[src/rtl/key_event_arbiter.sv]
// -----------------------------------------------------------------------------
// key_event_arbiter
//
// Debounces four raw active-high key inputs, turns each debounced press into a
// single event, and presents pending events one at a time to a consumer using
// a valid/ack handshake with round-robin selection between keys.
//
// Optional feature (macro KEY_REPEAT_EN): while a key stays debounced-pressed,
// extra auto-repeat events are raised REPEAT_DELAY cycles after the press and
// then every REPEAT_PERIOD cycles. Without the macro, each debounced press
// produces exactly one event and the repeat parameters are unused.
//
// Parameters
//   DURATION      debounce length in clk_i cycles (1..15)
//   REPEAT_DELAY  cycles from debounced press to first auto-repeat (1..256)
//   REPEAT_PERIOD cycles between later auto-repeats (1..REPEAT_DELAY)
//
// Ports
//   clk_i        in   1  clock (5 ms tick), all state on rising edge
//   rst_i        in   1  synchronous active-high reset
//   key_i        in   4  raw key levels, active-high
//   key_ack_i    in   1  consumer accepts the presented event
//   pressed_o    out  4  debounced key levels
//   key_valid_o  out  1  an event is presented on key_code_o
//   key_code_o   out  2  index of the key that produced the presented event
//   ovf_o        out  1  one-cycle pulse when an event is lost
// -----------------------------------------------------------------------------
module key_event_arbiter #(
    parameter int DURATION      = 10,
    parameter int REPEAT_DELAY  = 100,
    parameter int REPEAT_PERIOD = 20
) (
    input  logic       clk_i,
    input  logic       rst_i,
    input  logic [3:0] key_i,
    input  logic       key_ack_i,
    output logic [3:0] pressed_o,
    output logic       key_valid_o,
    output logic [1:0] key_code_o,
    output logic       ovf_o
);

    localparam logic [3:0] DUR    = 4'(DURATION);
    localparam logic [3:0] DUR_M1 = 4'(DURATION - 1);

    // Per-key event strobe (press or repeat) feeding the pending set.
    logic [3:0] evt;

    // -------------------------------------------------------------------------
    // Per-key debounce and (optionally) auto-repeat
    // -------------------------------------------------------------------------
    genvar gi;
    generate
        for (gi = 0; gi < 4; gi++) begin : g_key
            logic [3:0] cnt_q, cnt_d;
            logic       pressed_q, pressed_d;
            logic       press_evt;

            always_comb begin
                cnt_d = 4'd0;
                if (key_i[gi]) begin
                    cnt_d = (cnt_q == DUR) ? cnt_q : cnt_q + 4'd1;
                end
            end

            // pressed follows the counter's next value so it rises on the
            // same edge the counter reaches DURATION.
            assign pressed_d = (cnt_d == DUR);
            assign press_evt = key_i[gi] && (cnt_q == DUR_M1);

            always_ff @(posedge clk_i) begin
                if (rst_i) begin
                    cnt_q     <= 4'd0;
                    pressed_q <= 1'b0;
                end else begin
                    cnt_q     <= cnt_d;
                    pressed_q <= pressed_d;
                end
            end

            assign pressed_o[gi] = pressed_q;

`ifdef KEY_REPEAT_EN
            localparam logic [7:0] RD_M1  = 8'(REPEAT_DELAY - 1);
            localparam logic [7:0] RELOAD = 8'(REPEAT_DELAY - REPEAT_PERIOD);

            logic [7:0] rcnt_q, rcnt_d;
            logic       rep_evt;

            // rcnt counts edges since pressed rose. On reaching the delay it
            // is reloaded so the next hit is REPEAT_PERIOD edges later.
            // Gating with pressed_d suppresses a repeat on the release edge.
            always_comb begin
                rcnt_d  = 8'd0;
                rep_evt = 1'b0;
                if (pressed_q && pressed_d) begin
                    if (rcnt_q == RD_M1) begin
                        rep_evt = 1'b1;
                        rcnt_d  = RELOAD;
                    end else begin
                        rcnt_d = rcnt_q + 8'd1;
                    end
                end
            end

            always_ff @(posedge clk_i) begin
                if (rst_i) begin
                    rcnt_q <= 8'd0;
                end else begin
                    rcnt_q <= rcnt_d;
                end
            end

            assign evt[gi] = press_evt | rep_evt;
`else
            assign evt[gi] = press_evt;
`endif
        end
    endgenerate

`ifndef KEY_REPEAT_EN
    logic unused_repeat_cfg;
    assign unused_repeat_cfg = ^{32'(REPEAT_DELAY), 32'(REPEAT_PERIOD)};
`endif

    // -------------------------------------------------------------------------
    // Pending set, round-robin grant and valid/ack handshake
    // -------------------------------------------------------------------------
    logic [3:0] pend_q, pend_d;
    logic [1:0] ptr_q, ptr_d;
    logic       valid_q, valid_d;
    logic [1:0] code_q, code_d;
    logic       ovf_q, ovf_d;

    logic       found;
    logic [1:0] win;
    logic [1:0] idx;
    logic       grant;
    logic [3:0] grant_clr;

    // First pending key at or above ptr, ascending, wrapping modulo 4.
    always_comb begin
        found = 1'b0;
        win   = 2'd0;
        idx   = 2'd0;
        for (int i = 0; i < 4; i++) begin
            idx = ptr_q + 2'(i);
            if (!found && pend_q[idx]) begin
                found = 1'b1;
                win   = idx;
            end
        end
    end

    assign grant     = !valid_q && found;
    assign grant_clr = grant ? (4'b0001 << win) : 4'b0000;

    always_comb begin
        // A new event on the same edge as its grant re-sets pend (set wins),
        // and is not counted as lost.
        pend_d  = (pend_q & ~grant_clr) | evt;
        ovf_d   = |(evt & pend_q & ~grant_clr);
        valid_d = valid_q;
        code_d  = code_q;
        ptr_d   = ptr_q;
        if (grant) begin
            valid_d = 1'b1;
            code_d  = win;
            ptr_d   = win + 2'd1;
        end else if (valid_q && key_ack_i) begin
            valid_d = 1'b0;
        end
    end

    always_ff @(posedge clk_i) begin
        if (rst_i) begin
            pend_q  <= 4'd0;
            ptr_q   <= 2'd0;
            valid_q <= 1'b0;
            code_q  <= 2'd0;
            ovf_q   <= 1'b0;
        end else begin
            pend_q  <= pend_d;
            ptr_q   <= ptr_d;
            valid_q <= valid_d;
            code_q  <= code_d;
            ovf_q   <= ovf_d;
        end
    end

    assign key_valid_o = valid_q;
    assign key_code_o  = code_q;
    assign ovf_o       = ovf_q;

endmodule

[config.mk]
export PLATFORM = sky130hd
export DESIGN_NAME = key_event_arbiter
export DESIGN_NICKNAME = d
export VERILOG_FILES = /design/src/rtl/key_event_arbiter.sv
export SDC_FILE = /design/constraint.sdc
export NUM_CORES = 1
export LEC_CHECK = 0
export CAP_MARGIN = 20
export CORE_UTILIZATION = 30
export CTS_CLUSTER_DIAMETER = 60
export DETAILED_ROUTE_END_ITERATION = 8
export GPL_TIMING_DRIVEN = 0
export PLACE_DENSITY = 0.46
export RECOVER_POWER = 25
export SETUP_SLACK_MARGIN = 0.05
export SLEW_MARGIN = 10
export SYNTH_ARGS = -nofsm -noshare
export SYNTH_HDL_FRONTEND = slang
export SYNTH_SLANG_ARGS = --single-unit
[constraint.sdc]
create_clock -name clk_i -period 4.95 [get_ports clk_i]
set_input_delay 0.495 -clock clk_i [delete_from_list [all_inputs] [get_ports clk_i]]
set_output_delay 0.495 -clock clk_i [all_outputs]
set_load 0.01 [all_outputs]
==> results of run 1 <==
metrics by stage:
| stage | hold WS (ps) | area [µm²] |
|---|---|---|
| 2_1_floorplan | 495 | 1590 |
| 3_3_place_gp | 479 | 1810 |
| 3_5_place_dp | 480 | 1810 |
| 4_1_cts | 492 | 1910 |
| 5_1_grt | 534 | 1910 |
| 6_report | 493 | 1910 |
cell usage after synthesis, types with 2 or more instances:
cell	number
mux2i_1	2
a21oi_1	16
nand2_1	7
inv_1	16
a211oi_1	2
dfxtp_1	30
ha_1	16
nand3_1	6
o22a_1	2
o21ai_0	6
nor3_1	3
and2_1	2
nand3b_1	5
nor2_1	17
xor2_1	6
nor2b_1	8
buf_4	4
nand4b_1	4
nand2b_1	8
or3_1	2
clkbuf_1	2
power groups by stage:
| stage | logic [µW] | clock network, µW | registers [µW] |
|---|---|---|---|
| floorplan | 12.8 | 0 | 254 |
| global placement | 21.3 | 0 | 255 |
| detailed placement | 22.0 | 0 | 255 |
| CTS | 22.1 | 215 | 249 |
| global route | 24.7 | 225 | 250 |
| finish | 21.7 | 206 | 249 |
layout make-up:
type,instances,area (µm²)
buffer,7,42.5
timing repair buffer,14,140
fill,531,3200
multi-input combinational,128,882
tap,70,87.6
sequential,30,601
clock inverter,2,12.5
inverter,16,60.1
clock buffer,6,82.6
sequential cells by signal, indices dropped and copies added (netlist names):
register,count
g_key.cnt_q,16
g_key.pressed_q,4
pend_q,4
key_code_o,2
ptr_q,2
key_valid_o,1
ovf_o,1
per-layer routing:
metal,up-vias,track usage,part of all wire
met3,6,0.0375,0.030
met4,0,0.0692,0.015
met5,-,0,0
met2,17,0.182,0.45
met1,565,0.148,0.51
li1,655,-,-
final timing paths:
check	from	end	slack, ps
setup / recovery	ptr_q[1]	ovf_o	2780
hold / removal	key_code_o[1]	key_code_o[1]	490
setup reg to reg	ptr_q[1]	ovf_o	2780
hold reg to reg	key_code_o[1]	key_code_o[1]	490
logic make-up (layout without fill, tap and decap cells):
| kind of cell | count (synthesis) | in the layout | share of synthesized area |
|---|---|---|---|
| XOR/XNOR | 7 | 7 | 0.0387 |
| adder cells (fa/ha/maj) | 16 | 16 | 0.126 |
| flip-flops | 30 | 30 | 0.379 |
| AND/OR/NAND/NOR | 69 | 69 | 0.247 |
| buffers and inverters | 23 | 45 | 0.0647 |
| multiplexers | 2 | 2 | 0.0126 |
| AO/OA/AOI/OAI | 34 | 34 | 0.132 |
worst max-delay path: stages (launching register included):
cell and delay, ps:
dfxtp_1 430, mux2i_1 230, nor2_1 90, nor4_1 510, inv_1 140, ha_1 210, inv_1 40, o21ai_0 100
o22a_1 230, a21oi_1 130
==> results.md, run 1 <==
- Switching share of power: 0.230
- Final Hold Viols: 0
- Diode count: 0
- Yosys reg bits: 30
- Pint: roughly 370 µW
- Endpoint class of the critical path: register
- Hold Crit Depth: 2
- H-tree level count: 2
- Final worst-path cycle share: 0.438
- Tot Pwr: 477 µW
- Setup ws final: between 2000 and 3000 ps
- Comb power frac: 0.046
- Final cell count without fillers: 273
- Synthesized cell area: approximately 0.0016 mm²
- Final setup viols: 0
- Seq/Total Area, Yosys: 0.379
- Worst Path Required: just over 5000 ps
- Number of global-route vias before repair: roughly 1100
- VDD IR max: between 100 and 150 µV
- Power share of the clock group: 0.431
- Global route overflow: 0
- Commonest non-fill, non-tap cell in the layout: dfxtp_1
- Unique masters post-synth: 38
- Root buffer cell: clkbuf_8
- Post-CTS Hold Buffers: 0
- HP Class: register to register
- Clock sink count: 30
- Final core occ: 0.374
- Outcome: finished clean
- CP Class: register to register
- DR WL/cell: roughly 11 µm
- Clock Skew: approximately 9 ps
- Via Count: around 1200
- Initial Util: 0.310
- Gr usage total: 0.119
- Drt drc: 0
- Layout cell share with drive strength beyond 1: 0.0739
- Io pins: 15
- # rows: 26
- CTS tree: built
- Pre-CTS worst setup slack: around 2800 ps
- Post-Syn Nets: approximately 200
- Clock-pin transition on the worst setup and hold timing paths: approximately 70 ps
- Setup crit start kind: register
- GP Congestion: between 0.8 and 0.9
- Worst-Margin Slew: between 500 and 600 ps
- Unrepaired setup endpoints after global routing: no
- TNS Setup: 0 ps
- Nets: between 200 and 250
- Post-CTS Setup Repair Bufs: 0
- Mapped Avg Cell Area: around 9 µm²
- Worst-Skew Late Latency: roughly 280 ps
- PortBufs: 14
- Core area: between 0.005 and 0.006 mm²
- Crit path DAT: around 2400 ps
- Global-route wire length before repair: roughly 4.9 mm
- Max_slew headroom: 0.639
- Max-slew violation count: 0
- Layout area overhead: 20.4%
- Top cells by area, synth: dfxtp_1, ha_1, a21oi_1, nor2_1, inv_1
- Post-synth top area share: 0.379
- Die Ht: ~75 µm
- Sequential Power Share: 0.523
- CP max FO: 6
- Synth Flop Type: dfxtp_1
- Minimum clock period after layout: roughly 2200 ps
- Clock buffer depth: 2
- Max capacitance violation total: 0
- Placed wire-length estimate: between 2 and 2.5 mm
- Asr flop ratio synth: 0
- Switch Pwr: roughly 110 µW
- Post_cts resized: 0
- DR pass1 iterations: 5
- Largest net degree at the start of global routing: 11
- Initial antenna violation count: 0
- Antenna Nets Post-Route: 0
- Die width: 74.7 µm
- Fmax: 0.461 GHz
- Placed cell count: ~270
- PD cells: 250 mW/mm²
- Most frequent cells in the layout: dfxtp_1, nor2_1, a21oi_1, inv_1, ha_1
- Syn Inst Count: ~180
- Area leader, netlist: dfxtp_1
- Leakage: a little over 0.0007 µW
- Via/cell ratio: 4.55
- DR iter-0 viols: between 80 and 90
- DIE AREA: 0.00558 mm²
- Number of buffers created by CTS: 5
- Synth warn: 0
- Worst Reg-to-Reg Cells: 9
- Post-Route WL: 2.94 mm
- Post-synth EDFFs: 0
(Power assumes the default switching activity.)
==> run 2, diff against run 1 <==
==> constraint.sdc (replaced) <==
create_clock -name clk_i -period 2.1 [get_ports clk_i]
set_input_delay 0.21 -clock clk_i [delete_from_list [all_inputs] [get_ports clk_i]]
set_output_delay 0.21 -clock clk_i [all_outputs]
set_load 0.01 [all_outputs]
==> run 2 against run 1 <==
Compared with the run above: register-to-register slack worse by 2600 ps; global-route usage is 0.085 points higher; maximum frequency is 16% higher; die area stayed put; hold slack worse by 4.4 ps; worst setup slack worse by 2600 ps; via count is 0.48% higher; first-iteration DRC count is 20% lower; largest cell class unchanged; largest power group unchanged.
==> results.md, run 2 (same netlist as run 1, synthesis figures left out) <==
- Outcome: finished clean (unchanged)
- HP Class: register to register (unchanged)
- Final Hold Viols: 0 (unchanged)
- Layout area overhead: 22.3% (was 20.4%)
- GP Congestion: 0.835 (unchanged)
- Switch Pwr: 258 µW (was 110 µW)
- Unrepaired setup endpoints after global routing: no (unchanged)
- Leakage: 0.000732 µW (was 0.000728 µW)
- Worst Reg-to-Reg Cells: 9 (unchanged)
- Initial antenna violation count: 0 (unchanged)
- Root buffer cell: clkbuf_8 (unchanged)
- Post-CTS Hold Buffers: 0 (unchanged)
- Core area: 0.00511 mm² (unchanged)
- Crit path DAT: 2090 ps (was 2380 ps)
- Max capacitance violation total: 0 (unchanged)
- Crit. path cell count: 9 (unchanged)
- Antenna Nets Post-Route: 0 (unchanged)
- CP max FO: 6 (unchanged)
- Endpoint class of the critical path: register (unchanged)
- Setup ws final: 224 ps (was 2780 ps)
- PortBufs: 14 (unchanged)
- Via/cell ratio: 4.58 (was 4.55)
- DIE AREA: 0.00558 mm² (unchanged)
- PD cells: 579 mW/mm² (was 250 mW/mm²)
- Global-route wire length before repair: 4.91 mm (was 4.87 mm)
- VDD IR max: 330 µV (was 140 µV)
- CP peak stage delay: 380 ps (was 510 ps)
- Drt drc: 0 (unchanged)
- Top reg by flops: g_key.cnt_q (unchanged)
- Worst Path Required: 2310 ps (was 5160 ps)
- Clock Skew: 7.53 ps (was 9.24 ps)
- Setup crit start kind: register (unchanged)
- Die width: 74.7 µm (unchanged)
- Die Ht: 74.7 µm (unchanged)
- Number of global-route vias before repair: 1153 (was 1144)
- Diode count: 0 (unchanged)
- Pint: 864 µW (was 367 µW)
- Max_slew headroom: 0.691 (was 0.639)
- Gr usage total: 0.120 (was 0.119)
- Clock-pin transition on the worst setup and hold timing paths: 70 ps (about the same)
- Pre-CTS worst setup slack: -58.4 ps (was 2790 ps)
- Comb power frac: 0.046 (about the same)
- Number of buffers created by CTS: 5 (unchanged)
- Worst Path Buf+Inv: 2 (unchanged)
- Final worst-path cycle share: 0.893 (was 0.438)
- H-tree level count: 2 (unchanged)
- Switching share of power: 0.230 (about the same)
- Power share of the clock group: 0.432 (was 0.431)
- CTS tree: built (unchanged)
- Critical Path Most Common Cell: inv_1 (unchanged)
- Nets: 225 (unchanged)
- DR pass1 iterations: 4 (was 5)
- CP Class: register to register (unchanged)
- Layout cell share with drive strength beyond 1: 0.0985 (was 0.0739)
- DR iter-0 viols: 66 (was 82)
- Clock buffer depth: 2 (unchanged)
- Slowest cell on the critical path: dfxtp_4 (was nor4_1)
- Worst-Skew Late Latency: 280 ps (about the same)
- Sequential Power Share: 0.523 (about the same)
- Via Count: 1249 (was 1243)
- # rows: 26 (unchanged)
- Max FFs per register: 16 (unchanged)
- Io pins: 15 (unchanged)
- Post-Route WL: 2.99 mm (was 2.94 mm)
- DR WL/cell: 11.0 µm (was 10.8 µm)
- Final setup viols: 0 (unchanged)
- Initial Util: 0.310 (unchanged)
- Crit-path leading delay family: compound AO/OA/AOI/OAI gates (was simple AND/OR/NAND/NOR gates)
- Most frequent cells in the layout: dfxtp_1, nor2_1, a21oi_1, inv_1, ha_1 (unchanged)
- Fmax: 0.533 GHz (was 0.461 GHz)
- Worst Hold Slack: 488 ps (was 493 ps)
- Hold Crit Depth: 2 (unchanged)
- Max-slew violation count: 0 (unchanged)
- Placed wire-length estimate: 2.18 mm (unchanged)
- Clock sink count: 30 (unchanged)
- Critical path cell sequence: mux2i_2, nor2_1, nor4_4, inv_1, ha_1, inv_1, o21ai_0, o22a_1, a21oi_1 (was mux2i_1, nor2_1, nor4_1, inv_1, ha_1, inv_1, o21ai_0, o22a_1, a21oi_1)
- Worst-Margin Slew: 459 ps (was 537 ps)
- Commonest non-fill, non-tap cell in the layout: dfxtp_1 (unchanged)
- Minimum clock period after layout: 1880 ps (was 2170 ps)
- Final core occ: 0.379 (was 0.374)
- Top flop regs: g_key.cnt_q: 16 flops, g_key.pressed_q: 4 flops, pend_q: 4 flops (unchanged)
- Global route overflow: 0 (unchanged)
- Largest net degree at the start of global routing: 11 (unchanged)
==> run 2: cell type report <==
class                      count  area [µm²]
tap                           70        87.6
clock inverter                 2        12.5
sequential                    30         606
inverter                      16        60.1
fill                         537        3170
multi-input combinational    128         907
clock buffer                   6        82.6
buffer                         7        42.5
timing repair buffer          14         140
==> run 2: what timing repair did <==
item                                    4_1_cts  5_1_grt
setup buffers                                 0        0
gates resized for setup                       1        6
pin swaps                                     0        1
endpoints found under the setup margin        1        2
==> run 2: worst paths after layout <==
kind / start / slack [ps] / to
max: ptr_q[1] / 220 / ovf_o
min reg2reg: key_code_o[1] / 490 / key_code_o[1]
max reg2reg: ptr_q[1] / 220 / ovf_o
min: key_code_o[1] / 490 / key_code_o[1]
==> run 2: power groups by stage <==
stage	Combinational, µW	Clock, µW	Sequential (µW)
final	51.3	484	587
after global routing	58.1	531	588
after CTS	52.0	508	588
after detailed placement	51.8	0	601
after global placement	50.3	0	600
after floorplan	30.2	0	598
==> run 2: worst reg2reg max path, stage by stage, from the launching register on <==
cell and delay [ps]:
dfxtp_4 380, mux2i_2 220, nor2_1 120, nor4_4 290, inv_1 110, ha_1 190
inv_1 40, o21ai_0 100, o22a_1 230, a21oi_1 130
==> run 2: stage by stage <==
step	std cells	TNS, ps	cell area (µm²)	total power, µW
floorplan	181	0	1590	628
global placement	265	-36.8	1810	651
detailed placement	265	-58.4	1810	653
CTS	273	0	1910	1150
global route	273	0	1940	1180
finish	273	0	1940	1120
==> run 2: routing by layer <==
layer / part of all wire / global-route usage / up-vias
li1: - / - / 654
met4: 0.017 / 0.0692 / 0
met3: 0.031 / 0.0375 / 6
met2: 0.46 / 0.185 / 16
met1: 0.49 / 0.148 / 573
met5: 0 / 0 / -
==> run 3, diff against run 2 <==
--- a/config.mk
+++ b/config.mk
@@ -8,6 +8,7 @@
 export CAP_MARGIN = 20
 export CORE_UTILIZATION = 30
 export CTS_CLUSTER_DIAMETER = 60
+export CTS_CLUSTER_SIZE = 16
 export DETAILED_ROUTE_END_ITERATION = 8
 export GPL_TIMING_DRIVEN = 0
 export PLACE_DENSITY = 0.46
==> results of run 3 <==
The final DEF is identical to that of run 2; final timing and power are the same.
